[src/rtl/btn_pkg.sv]
// rtl/btn_pkg.sv - shared state encodings and defaults for the button conditioner
package btn_pkg;

   localparam logic [1:0] ST_IDLE      = 2'b00;
   localparam logic [1:0] ST_WAIT_HIGH = 2'b01;
   localparam logic [1:0] ST_HIGH      = 2'b10;
   localparam logic [1:0] ST_WAIT_LOW  = 2'b11;

   // 10 ms of stable input at 100 MHz
   localparam int DEFAULT_DEBOUNCE_CYCLES = 1000000;

endpackage

[src/rtl/debounce_channel.sv]
// rtl/debounce_channel.sv - one-bit synchroniser, debounce counter and press-pulse FSM
module debounce_channel
   import btn_pkg::*;
#(
   parameter int DEBOUNCE_CYCLES = DEFAULT_DEBOUNCE_CYCLES
) (
   input  logic clk,
   input  logic reset,
   input  logic i_btn,
   output logic o_level,
   output logic o_pulse
);

   localparam int CW = (DEBOUNCE_CYCLES > 1) ? $clog2(DEBOUNCE_CYCLES) : 1;
   localparam logic [CW-1:0] CNT_LAST = CW'(DEBOUNCE_CYCLES - 1);

   logic          s1;
   logic          s2;
   logic [1:0]    state;
   logic [CW-1:0] cnt;

   // Counter is cleared on every state change, so it can never pass CNT_LAST.
   always_ff @(posedge clk or posedge reset) begin
      if (reset) begin
         s1      <= 1'b0;
         s2      <= 1'b0;
         state   <= ST_IDLE;
         cnt     <= '0;
         o_level <= 1'b0;
         o_pulse <= 1'b0;
      end else begin
         s1      <= i_btn;
         s2      <= s1;
         o_pulse <= 1'b0;
         case (state)
            ST_IDLE: begin
               if (s2) begin
                  state <= ST_WAIT_HIGH;
                  cnt   <= '0;
               end
            end
            ST_WAIT_HIGH: begin
               if (!s2) begin
                  state <= ST_IDLE;
                  cnt   <= '0;
               end else if (cnt == CNT_LAST) begin
                  state   <= ST_HIGH;
                  cnt     <= '0;
                  o_level <= 1'b1;
                  o_pulse <= 1'b1;
               end else begin
                  cnt <= cnt + CW'(1);
               end
            end
            ST_HIGH: begin
               if (!s2) begin
                  state <= ST_WAIT_LOW;
                  cnt   <= '0;
               end
            end
            ST_WAIT_LOW: begin
               if (s2) begin
                  state <= ST_HIGH;
                  cnt   <= '0;
               end else if (cnt == CNT_LAST) begin
                  state   <= ST_IDLE;
                  cnt     <= '0;
                  o_level <= 1'b0;
               end else begin
                  cnt <= cnt + CW'(1);
               end
            end
            default: begin
               state <= ST_IDLE;
               cnt   <= '0;
            end
         endcase
      end
   end

endmodule

[src/rtl/button_conditioner.sv]
// rtl/button_conditioner.sv - independent debounce channels for the operand-entry push-buttons
module button_conditioner
   import btn_pkg::*;
#(
   parameter int NB_BTN          = 3,
   parameter int DEBOUNCE_CYCLES = DEFAULT_DEBOUNCE_CYCLES
) (
   input  logic              clk,
   input  logic              reset,
   input  logic [NB_BTN-1:0] i_btn,
   output logic [NB_BTN-1:0] o_level,
   output logic [NB_BTN-1:0] o_pulse
);

   // bit0 -> b_dato1, bit1 -> b_dato2, bit2 -> b_code
   for (genvar g = 0; g < NB_BTN; g++) begin : g_chan
      debounce_channel #(
         .DEBOUNCE_CYCLES(DEBOUNCE_CYCLES)
      ) u_chan (
         .clk    (clk),
         .reset  (reset),
         .i_btn  (i_btn[g]),
         .o_level(o_level[g]),
         .o_pulse(o_pulse[g])
      );
   end

endmodule

[config.mk]
export PLATFORM = sky130hd
export DESIGN_NAME = button_conditioner
export DESIGN_NICKNAME = d
export VERILOG_FILES = /design/src/rtl/btn_pkg.sv /design/src/rtl/debounce_channel.sv /design/src/rtl/button_conditioner.sv
export SDC_FILE = /design/constraint.sdc
export NUM_CORES = 1
export LEC_CHECK = 0
export ABC_AREA = 1
export CELL_PAD_IN_SITES_DETAIL_PLACEMENT = 1
export CELL_PAD_IN_SITES_GLOBAL_PLACEMENT = 1
export CORE_MARGIN = 10
export CORE_UTILIZATION = 42
export DETAILED_ROUTE_END_ITERATION = 12
export PLACE_DENSITY = 0.75
export SYNTH_ARGS = -nofsm -noshare
export SYNTH_HDL_FRONTEND = slang
export SYNTH_SLANG_ARGS = --single-unit
[constraint.sdc]
create_clock -name clk -period 2.35 [get_ports clk]
set_input_delay 0.47 -clock clk [delete_from_list [all_inputs] [get_ports clk]]
set_output_delay 0.47 -clock clk [all_outputs]
set_load 0.01 [all_outputs]
# [After elaboration in Yosys (flattened, before gate mapping)]
# Index checks and enable logic that the tools add are counted.
# W data, S select, Z words.
[totals] reg_bits=78 in_bits=5 out_inout_bits=6 elab_cells=135
[op_classes] add_sub_neg=3 n_eq_ne=36 mux=63 n_reduce_logical=15
[ops] cell="$mux W20" count=15
[ops] cell="$pmux W20 S4" count=3
[ops] cell="$add A20 B1 Y20 const B" count=3
[ops] cell="$eq A20 B20 Y1 const B" count=3
[ops] cell="$mux W2" count=18
[ops] cell="$ne A2 B1 Y1 const B" count=12
[ops] cell="$pmux W2 S4" count=3
[ops] cell="$mux W1" count=21
[ops] cell="$reduce_and A5 Y1" count=3
[ops] cell="$eq A2 B2 Y1 const B" count=6
[ops] cell="$ne A2 B2 Y1 const B" count=6
[ops] cell="$reduce_and A4 Y1" count=3
[ops] cell="$ne A3 B1 Y1 const B" count=3
[ops] cell="$ne A3 B3 Y1 const B" count=3
[ops] cell="$eq A2 B1 Y1 const B" count=3
[ops] cell="$logic_not A2 Y1" count=3
[ops] cell="$pmux W1 S2" count=3
[ops] cell="$reduce_and A2 Y1" count=3
[ops] cell="$reduce_bool A2 Y1" count=3

# [Longest topological paths before layout]
# Gate-level depths: netlist of run 1.
[logic_depth] word_depth=4 depth_mapped=10 depth_no_buf=10

# [Modules after synthesis]
# A second synthesis of run 1 with hierarchy kept.
[hier_totals] hier_cells=639 area_unflattened_um2=4687.0
[by_module_without_submodules] mod="debounce_channel at g_chan[0].u_chan ..." n_inst=2 cells_per_inst=220 area_per_inst_um2=1584.0
[by_module_without_submodules] mod="debounce_channel at g_chan[2].u_chan" n_inst=1 cells_per_inst=199 area_per_inst_um2=1519.0

# [Worst setup path before layout of run 1]
# No wires, ideal clock.
[synth_timing] path_type="reg-to-reg" from="register g_chan[2].u_chan.cnt[0]" to="register g_chan[2].u_chan.cnt[0]" setup_time_ps=127 t_arrival_ps=1428 t_required_ps=2223 path_slack_ps=795 path_stages_with_launch=10 n_path_buf=1 path_cell_list="dfrtp_1 -> ha_1 -> nand2_1 -> nor2_2 -> nand2_1 -> nor2_4 -> nand3_2 -> nand2_2 -> buf_4 -> o21ai_0"
[synth_between] elab_chain_cells=4 word_cells_on_any_way=6
[synth_lines] item="start: declaration" line="debounce_channel.sv:20" rtl="logic [CW-1:0] cnt;"
[synth_lines] item="start signal: assignment" line="debounce_channel.sv:52" rtl="cnt <= cnt + CW'(1);"
[synth_lines] item="start signal: assignment" line="debounce_channel.sv:70" rtl="cnt <= cnt + CW'(1);"
[synth_lines] item="$add A20 B1 Y20 or $eq A20 B20 Y1 (tied branches)"
[synth_lines] item="$mux W20 (*)" line="debounce_channel.sv:46, debounce_channel.sv:65"
[synth_lines] item="$mux W20 (on tied branches)" line="debounce_channel.sv:62, debounce_channel.sv:43"
[synth_lines] item="$pmux W20 S4 (*)" line="debounce_channel.sv:35" rtl="case (state)"
# Mark *: on every way between the ends. The rest lies on a longest branch, timed or not.
# A chain may end at the register's enable or synchronous reset.

# [Worst setup path after layout of run 1]
[layout_timing] from="register g_chan[2].u_chan.cnt[0]" to="register g_chan[2].u_chan.cnt[16]"
# Same word-level chain as after synthesis.

==> metrics.cfg, run 1 <==
[status]
status = completed

[worst_setup_path]
critPathLaunchType = register
crit_path_end_kind = register
crit_buf_inv = 1
crit_family = simple AND/OR/NAND/NOR gates
crit_fanout = 8
timing.critical_path.slowest_cell_delay_ps = 390
crit_type = register to register
worst_ep_arrival_time_ps = 2170
path_cells = ha_1 -> nand2_1 -> nor2_2 -> nand2_1 -> nor2_4 -> nand3_2 -> nand2_2 -> buf_4 -> o21ai_0
ff2ff_setup_slack_ps = 440
cpMaxStageDelayCell = dfrtp_1
cp_common_cell = nand2_1
cp.required_ps = 2610

[yosys]
synth_edf_count = 0
syn_area_mm2 = 0.004339
synth_top_family_by_area = simple AND/OR/NAND/NOR gates
synth_adder_area_share = 0.008651
yosysTopAreaCellShare = 0.4498
ys_ff_latch = 78
synth_nets = 587
syn_inst = 579
syn_avg_cell_area_um2 = 7.494
synth_xor_area_frac = 0.05046
synthTopCellsByArea = dfrtp_1 (45%), nand2_1 (14%), inv_1 (6.1%)
ys.warnings.count = 0
yosysTopAreaCell = dfrtp_1
ys_seq_area_frac = 0.4498
async_flop_share = 1.000
ys.flop_type = dfrtp_1
muxShareOfSynthArea = 0
synth-simple-area-share = 0.3201
synth_compound_area_frac = 0.08852
synth.distinct_cells = 33

[detailed_routing]
drt_pass1_iterations = 4
drt_iter0_drc = 243
wl_per_cell_um = 15.30
drc = 0
detail-route-antenna-nets = 0
vias = 3802
viasPerCell = 5.173
drt-total-wl_um = 11240

[finish]
fin_util = 0.4689
fin_nets = 602
num-fill-cells = 1297
layout_common_cells = nand2_1 (164), dfrtp_1 (78), inv_1 (69), nor2_1 (69), o21ai_0 (40)
layout_commonest_cell = nand2_1
diodes = 0
layout-drive-gt1-share = 0.07012
synthToLayoutAreaGrowth_pct = 10.06

[pwr]
p_leak_nw = 2.031
power.density_mw_per_mm2 = 515.4
worst_ir_drop_vdd_uv = 239.0

[timing]
finClkSkew_ps = 11.98
hold_viol_final = 0
rsz0062_at_grt = no
setup_viol = 0
period_needed_ps = 1912
fin_setup_tns_ps = 0
maxSlewViolCount = 0
fin_crit_sh = 0.8137
tightestPinTransition_ps = 666.0
max_freq_mhz = 523.0
slew_headroom = 0.5526

[placed_design]
hpwl_um = 8411
io_buffers = 10
gp_congestion = 0.8170

[clocking]
htree_num_levels = 3
clockBufferDepth = 2
cts_resized = 0
insertion_delay_ps = 380
clk_transition_reported_paths_ps = 100
cts_root_buf = clkbuf_8
cts_made_buffers = 9
cts-hold-fix-buffers = 0
cts_tree = built
clock-sinks = 78
post_cts_buffers = 0

[global_routing]
grt_pass1_wl_um = 19330
track_usage = 0.1591
grt_pass1_vias = 4141
grt_max_degree = 25
grt_overflow_total = 0
antenna_found_initial = 0

[floorplanning]
coreArea_mm2 = 0.01018
ios = 11
start_util = 0.4260
chipHeight_um = 121.6
die_w_um = 121.6
core.rowCount = 37
dieArea_mm2 = 0.01480

[min_path]
worstHoldPathType = register to register

[job]
max-cap-violations = 0

area by class of cell:
type | count | area (um2) | area share
tap | 136 | 170.2 | 0.03563
multi-input combinational | 417 | 2029 | 0.4249
timing repair buffer | 16 | 170.2 | 0.03563
clock inverter | 7 | 56.30 | 0.01179
inverter | 72 | 274.0 | 0.05737
clock buffer | 9 | 123.9 | 0.02594
sequential | 78 | 1952 | 0.4087
registers in the layout, indices dropped and copies added, names as in the netlist, named ones only:
name	flops
g_chan.u_chan.state	3
g_chan.u_chan.o_pulse	3
g_chan.u_chan.o_level	3
g_chan.u_chan.s2	3
g_chan.u_chan.s1	3
g_chan.u_chan.cnt	60
synthesized netlist by cell type (all sizes together) (5+ instances only):
cell,instances
o22ai,14
nand4,18
nand2,168
xor2,20
dfrtp,78
xnor2,5
buf,10
a21oi,5
inv,72
nand3,40
o21ai,44
nor2,76
nor3,14
routing by layer:
layer | global-route usage | part of all wire | vias up
met5 | 0 | 0 | -
met2 | 0.2673 | 0.47 | 52
met3 | 0.03099 | 0.030 | 15
li1 | - | - | 1888
met1 | 0.1983 | 0.48 | 1847
met4 | 0.05961 | 0.019 | 0
logic make-up after synthesis:
family / after synthesis
adders and majority gates: 3
AOI/OAI and AO/OA: 70
xor gates and xnor gates: 25
buffers and inverters: 84
and+or+nand+nor: 319
DFF: 78
report_power, final:
group          total, mW  leakage (nW)  switching [mW]  internal [mW]
Sequential          1.37          1.07          0.0148           1.36
Combinational      0.120         0.887          0.0852         0.0346
Clock              0.969        0.0785           0.577          0.392
Total               2.46          2.03           0.677           1.78
per-stage QoR:
| step | hold WS [ps] | instances | cell area, um2 | total power, mW | setup slack, ps |
|---|---|---|---|---|---|
| global route | 379.3 | 735 | 4776 | 2.561 | 210.1 |
| detailed placement | 344.9 | 719 | 4596 | 1.523 | 463.5 |
| CTS | 367.4 | 735 | 4776 | 2.492 | 442.5 |
| floorplan | 331.2 | 579 | 4343 | 1.472 | 795.0 |
| finish | 362.4 | 735 | 4776 | 2.461 | 437.9 |
| global placement | 333.3 | 719 | 4596 | 1.518 | 558.1 |
worst paths after layout:
path,from,end,cells past startpoint
setup / recovery,g_chan[2].u_chan.cnt[0],g_chan[2].u_chan.cnt[16],9
hold / removal,g_chan[2].u_chan.s1,g_chan[2].u_chan.s2,0
setup reg to reg,g_chan[2].u_chan.cnt[0],g_chan[2].u_chan.cnt[16],9
hold reg to reg,g_chan[2].u_chan.s1,g_chan[2].u_chan.s2,0
max in group asynchronous,reset,g_chan[2].u_chan.cnt[12],3
min in group asynchronous,reset,g_chan[2].u_chan.o_level,2
Note: power is estimated with default switching activity, not from simulation.
==> inputs of run 2 (changes only) <==
clock period = 1.75 ns   (was 2.35 ns; I/O delays follow)
==> run 2 against run 1 <==
  * Final area is 3.9% higher
  * Largest power group unchanged
  * Clock skew fell by 2.3 ps
  * Utilization rose by 1.8 points
  * Cell count increased by 2.2%
  * Via count increased by 2.2%
  * Critical path depth is 8 lower
  * Sequential power is 34% higher
  * Critical path type is now register to output port
  * Die area unchanged
  * Combinational power up 53%
  * Hold slack lost 81 ps
  * Non-clock buffer count up 16
  * Wire length increased by 3.7%
==> metrics.cfg, run 2 (synthesis results as in run 1) <==
[finish]
num-fill-cells = 1299  ; +0.15%
synthToLayoutAreaGrowth_pct = 14.39
fin_cells = 751  ; +2.2%
seq_area_mm2 = 0.001953  ; about the same
largest_reg_flops = 60  ; unchanged
layout_common_cells = nand2_1 (162), dfrtp_1 (77), inv_1 (68)
diodes = 0  ; unchanged
multi_input_area_mm2 = 0.002091  ; +3.0%
fin_nets = 618  ; +2.7%
layout-drive-gt1-share = 0.1122  ; +0.04208
layout_commonest_cell = nand2_1
regMostFlops = g_chan.u_chan.cnt

[pwr]
p_seq_frac = 0.560  ; +0.003
switchingPower_uw = 855.6  ; +26%
power_mw = 3.293  ; +34%
p_leak_nw = 2.141  ; +5.4%
power.density_mw_per_mm2 = 663.5  ; +29%
pwr-share-comb = 0.056  ; +0.007
pwr-share-clk = 0.385  ; -0.009
p_int_mw = 2.438  ; +37%
worst_ir_drop_vdd_uv = 371.2  ; +55%
swShare = 0.2598  ; -0.01546

[floorplanning]
core.rowCount = 37  ; unchanged
dieArea_mm2 = 0.01480  ; unchanged
start_util = 0.4260  ; unchanged
chipHeight_um = 121.6  ; unchanged
coreArea_mm2 = 0.01018  ; unchanged
ios = 11  ; unchanged
die_w_um = 121.6  ; unchanged

[worst_setup_path]
crit_buf_inv = 1  ; unchanged
ff2ff_setup_slack_ps = 120  ; -320 ps
worst_ep_arrival_time_ps = 1330  ; -840 ps
crit_end = o_level[1]
crit_family = buffers and inverters
path_cells = clkdlybuf4s50_1
crit_path_end_kind = output port
r2r-start = g_chan[1].u_chan.cnt[0]
worstSetupStartpoint = g_chan[1].u_chan.o_level
path_depth = 1  ; -8
cpMaxStageDelayCell = clkdlybuf4s50_1
crit_fanout = 2  ; -6
cp.required_ps = 1400  ; -1210 ps
timing.critical_path.slowest_cell_delay_ps = 570  ; +180 ps
crit_type = register to output port
worstRegToRegCells = 8  ; -1
reg2reg_to = g_chan[1].u_chan.cnt[7]
critPathLaunchType = register

[timing]
slew_headroom = 0.6533  ; +0.1007
maxSlewViolCount = 0  ; unchanged
fin_crit_sh = 0.9573
holdWs_ps = 281.6  ; -80.80 ps
period_needed_ps = 1675
finClkSkew_ps = 9.663  ; -2.316 ps
hold_viol_final = 0  ; unchanged
setup_viol = 0  ; unchanged
tightestPinTransition_ps = 516.1  ; -149.9 ps
max_freq_mhz = 596.9
rsz0062_at_grt = yes

[detailed_routing]
drc = 0  ; unchanged
wl_per_cell_um = 15.53  ; +1.5%
vias = 3884  ; +2.2%
drt_pass1_iterations = 4  ; unchanged
drt_iter0_drc = 228  ; -6.2%
detail-route-antenna-nets = 0  ; unchanged
viasPerCell = 5.172  ; about the same
drt-total-wl_um = 11660  ; +3.7%

[min_path]
worstHoldPathType = primary input to async pin

[clocking]
htree_num_levels = 3  ; unchanged
clockBufferDepth = 2  ; unchanged
clock-sinks = 78  ; unchanged
cts_root_buf = clkbuf_8
cts_made_buffers = 9  ; unchanged
cts_tree = built
insertion_delay_ps = 370  ; about the same
clk_transition_reported_paths_ps = 90  ; about the same

[global_routing]
grt_pass1_wl_um = 20220  ; +4.6%
grt_max_degree = 38  ; +52%
grt_overflow_total = 0  ; unchanged
grt_pass1_vias = 4216  ; +1.8%
track_usage = 0.1661  ; +0.007064
antenna_found_initial = 0  ; unchanged

[job]
max-cap-violations = 0  ; unchanged

[placed_design]
placed_cells = 732  ; +1.8%
io_buffers = 10  ; unchanged
gp_congestion = 0.8100  ; -0.86%
hpwl_um = 8609  ; +2.4%

[status]
status = completed

==> run 2: changes by cell type in the layout (fill, tap and decap cells not counted), moves of 2 or more <==
cell	previous run	this run
nor2_2	5	11
nand2_1	164	162
buf_4	4	19
nor2_1	69	62
nand2_4	0	3
clkinv_2	0	2
clkinvlp_4	5	2
==> run 2: worst min-delay path by stage <==
| stage | endpoint | from | slack, ps |
|---|---|---|---|
| after floorplan | g_chan[0].u_chan.s2 | g_chan[0].u_chan.s1 | 330 |
| after global placement | g_chan[0].u_chan.s2 | g_chan[0].u_chan.s1 | 330 |
| after detailed placement | g_chan[2].u_chan.s2 | g_chan[2].u_chan.s1 | 340 |
| after CTS | g_chan[0].u_chan.s2 | reset | 280 |
| after global routing | g_chan[0].u_chan.s2 | reset | 300 |
| final | g_chan[0].u_chan.s2 | reset | 280 |
==> run 2: power groups by stage <==
stage	Clock, mW	Combinational (mW)	Sequential [mW]
floorplan	0	0.104	1.87
detailed placement	0	0.175	1.88
global placement	0	0.169	1.88
global route	1.36	0.207	1.85
CTS	1.30	0.175	1.84
finish	1.27	0.183	1.84
==> run 2: timing repair <==
action                                  4_1_cts  5_1_grt
setup buffers                                 0        3
hold buffers                                  0        0
gates resized for setup                       0       21
endpoints found under the setup margin        0       46
==> run 2: per-layer routing <==
layer	part of all wire	wire length, um	track usage	vias up
met5	0	0	0	-
met4	0.016	183	0.06110	0
met3	0.022	251	0.01943	15
met2	0.50	5873	0.2825	35
met1	0.46	5356	0.2127	1923
li1	-	-	-	1911
==> run 2: layout make-up <==
type / count / area share
clock buffers: 11 / 0.02849
clock inverters: 5 / 0.007058
inverters: 72 / 0.05621
multi-input cells: 417 / 0.4212
flip-flops and latches: 78 / 0.3935
well taps: 136 / 0.03428
repair buffers: 32 / 0.05924
==> run 2: through the flow <==
stage | util | setup TNS (ps) | instance area [um2] | setup slack, ps
floorplan | - | 0 | 4343 | 195.0
global placement | 0.4608 | 0 | 4693 | 106.9
detailed placement | 0.4608 | 0 | 4693 | 24.09
CTS | 0.4781 | 0 | 4870 | 3.333
global route | 0.4873 | -48.29 | 4964 | -24.48
finish | 0.4873 | 0 | 4964 | 74.78
==> inputs of run 3 (changes only) <==
PLACE_DENSITY = default   (was 0.75)
PLACE_DENSITY_LB_ADDON = 0.1   (was default)
==> run 3 against run 2 <==
  * Hold slack better by 77 ps
  * Total power up 5.7%
  * Die area stayed put
==> metrics.cfg, run 3 (synthesis results as in run 1) <==
[status]
status = completed

[detailed_routing]
drc = 0  ; unchanged
drt-total-wl_um = 11580  ; -0.72%
vias = 3881  ; -0.077%
viasPerCell = 5.161  ; -0.21%
drt_pass1_iterations = 4  ; unchanged
detail-route-antenna-nets = 0  ; unchanged
wl_per_cell_um = 15.40  ; -0.85%
drt_iter0_drc = 248  ; +8.8%

[floorplanning]
ios = 11  ; unchanged
coreArea_mm2 = 0.01018  ; unchanged
die_w_um = 121.6  ; unchanged
core.rowCount = 37  ; unchanged
chipHeight_um = 121.6  ; unchanged
dieArea_mm2 = 0.01480  ; unchanged
start_util = 0.4260  ; unchanged

[finish]
multi_input_area_mm2 = 0.002137  ; +2.2%
final_area_mm2 = 0.005032  ; +1.4%
layout-drive-gt1-share = 0.1218  ; +0.009558
regMostFlops = g_chan.u_chan.cnt
seq_area_mm2 = 0.001954  ; about the same
fin_nets = 619  ; +0.16%
fin_util = 0.4941  ; +0.006757
layout_commonest_cell = nand2_1
largest_reg_flops = 60  ; unchanged
diodes = 0  ; unchanged
layout_common_cells = nand2_1 (161), dfrtp_1 (76), inv_1 (68)
num-fill-cells = 1300  ; +0.077%
synthToLayoutAreaGrowth_pct = 15.97

[worst_setup_path]
worst_ep_arrival_time_ps = 1940  ; +610 ps
cp.required_ps = 2010  ; +610 ps
worstSetupStartpoint = g_chan[2].u_chan.cnt[0]
crit_fanout = 6  ; +4
r2r-start = g_chan[2].u_chan.cnt[0]
critPathLaunchType = register
crit_type = register to register
crit_path_end_kind = register

[timing]
finClkSkew_ps = 9.506  ; -0.1573 ps
rsz0062_at_grt = yes
slew_headroom = 0.6273  ; -0.02599
maxSlewViolCount = 0  ; unchanged
period_needed_ps = 1682  ; +7.238 ps
hold_viol_final = 0  ; unchanged
max_freq_mhz = 594.4  ; -0.43%
setup_viol = 0  ; unchanged
tightestPinTransition_ps = 554.8  ; +38.68 ps
fin_setup_tns_ps = 0  ; unchanged
fin_crit_sh = 0.9614  ; +0.004136
layout_setup_ws_ps = 67.55  ; -7.238 ps

[clocking]
clock-sinks = 78  ; unchanged
cts_tree = built
insertion_delay_ps = 370  ; about the same
cts_made_buffers = 9  ; unchanged
clockBufferDepth = 2  ; unchanged
clk_transition_reported_paths_ps = 90  ; about the same
cts_root_buf = clkbuf_8
htree_num_levels = 3  ; unchanged
cts-hold-fix-buffers = 0  ; unchanged

[min_path]
hp-start = g_chan[0].u_chan.s1
worstHoldPathType = register to register

[placed_design]
io_buffers = 10  ; unchanged
gp_congestion = 0.8155  ; +0.68%
dpl_worst_slack_ps = -70.77  ; -94.86 ps
hpwl_um = 8363  ; -2.9%
dpl_cell_area_mm2 = 0.004658  ; -0.75%

[pwr]
worst_ir_drop_vdd_uv = 345.7  ; -6.9%
power.density_mw_per_mm2 = 691.5  ; +4.2%
p_leak_nw = 2.146  ; +0.25%

[global_routing]
antenna_found_initial = 0  ; unchanged
track_usage = 0.1628  ; -0.003380
grt_pass1_wl_um = 19620  ; -2.9%
grt_overflow_total = 0  ; unchanged
grt_max_degree = 79  ; +110%
grt_pass1_vias = 4095  ; -2.9%

[job]
max-cap-violations = 0  ; unchanged

==> run 3: changes by cell type in the layout (fill, tap and decap cells not counted), sizes merged <==
cell      change
buf           +1
clkinv        -2
bufinv        +1
clkinvlp      +1
==> run 3: power breakdown <==
group	leakage, nW	switching (mW)	total (mW)	internal, mW
clock network	0.106	0.716	1.45	0.737
logic	0.978	0.121	0.180	0.0595
registers	1.06	0.0234	1.85	1.82
total	2.15	0.860	3.48	2.62
==> run 3: final cells by class <==
cell class,instances,share of cell area
clock buffer,11,0.03008
clock inverter,5,0.01119
inverter,72,0.05520
multi-input combinational,417,0.4247
sequential,78,0.3884
tap,136,0.03381
timing repair buffer,33,0.05669
==> run 3: timing repair <==
| action | in CTS | in global routing |
|---|---|---|
| setup endpoints to repair | 2 | 51 |
| resized for setup | 1 | 28 |
| pin swaps | 1 | 5 |
| setup buffers | 2 | 5 |
==> run 3: worst paths after layout <==
path / slack (ps) / to / depth (start not counted)
worst max-delay path: 70 / g_chan[2].u_chan.cnt[15] / 10
worst min register to register: 360 / g_chan[0].u_chan.s2 / 0
worst min-delay path: 360 / g_chan[0].u_chan.s2 / 0
worst max register to register: 70 / g_chan[2].u_chan.cnt[15] / 10
min in group asynchronous: 440 / g_chan[0].u_chan.o_pulse / 3
max in group asynchronous: 930 / g_chan[1].u_chan.cnt[0] / 3
==> run 3: stage by stage <==
step / hold slack (ps) / total power, mW / cells
3_3_place_gp: 337.4 / 2.038 / 729
6_report: 358.3 / 3.480 / 752
5_1_grt: 368.9 / 3.627 / 752
2_1_floorplan: 331.2 / 1.977 / 579
3_5_place_dp: 344.8 / 2.044 / 729
4_1_cts: 363.7 / 3.508 / 747
==> run 3: worst max-delay path: stages (launching register included) <==
cell	delay [ps]
dfrtp_1	410
ha_2	210
nand2_2	80
nor2_4	100
nand2_2	80
nor2_4	120
nand3_4	110
nand2_4	130
clkinvlp_4	160
o21ai_2	90
nand2_1	80
==> run 3: routing by layer <==
metal / vias to the layer above / share of wire / wire [um] / GRT usage
met4: 0 / 0.0099 / 115 / 0.04247
met5: - / 0 / 0 / 0
li1: 1922 / - / - / -
met1: 1921 / 0.46 / 5319 / 0.2068
met3: 9 / 0.024 / 279 / 0.03238
met2: 29 / 0.51 / 5865 / 0.2767
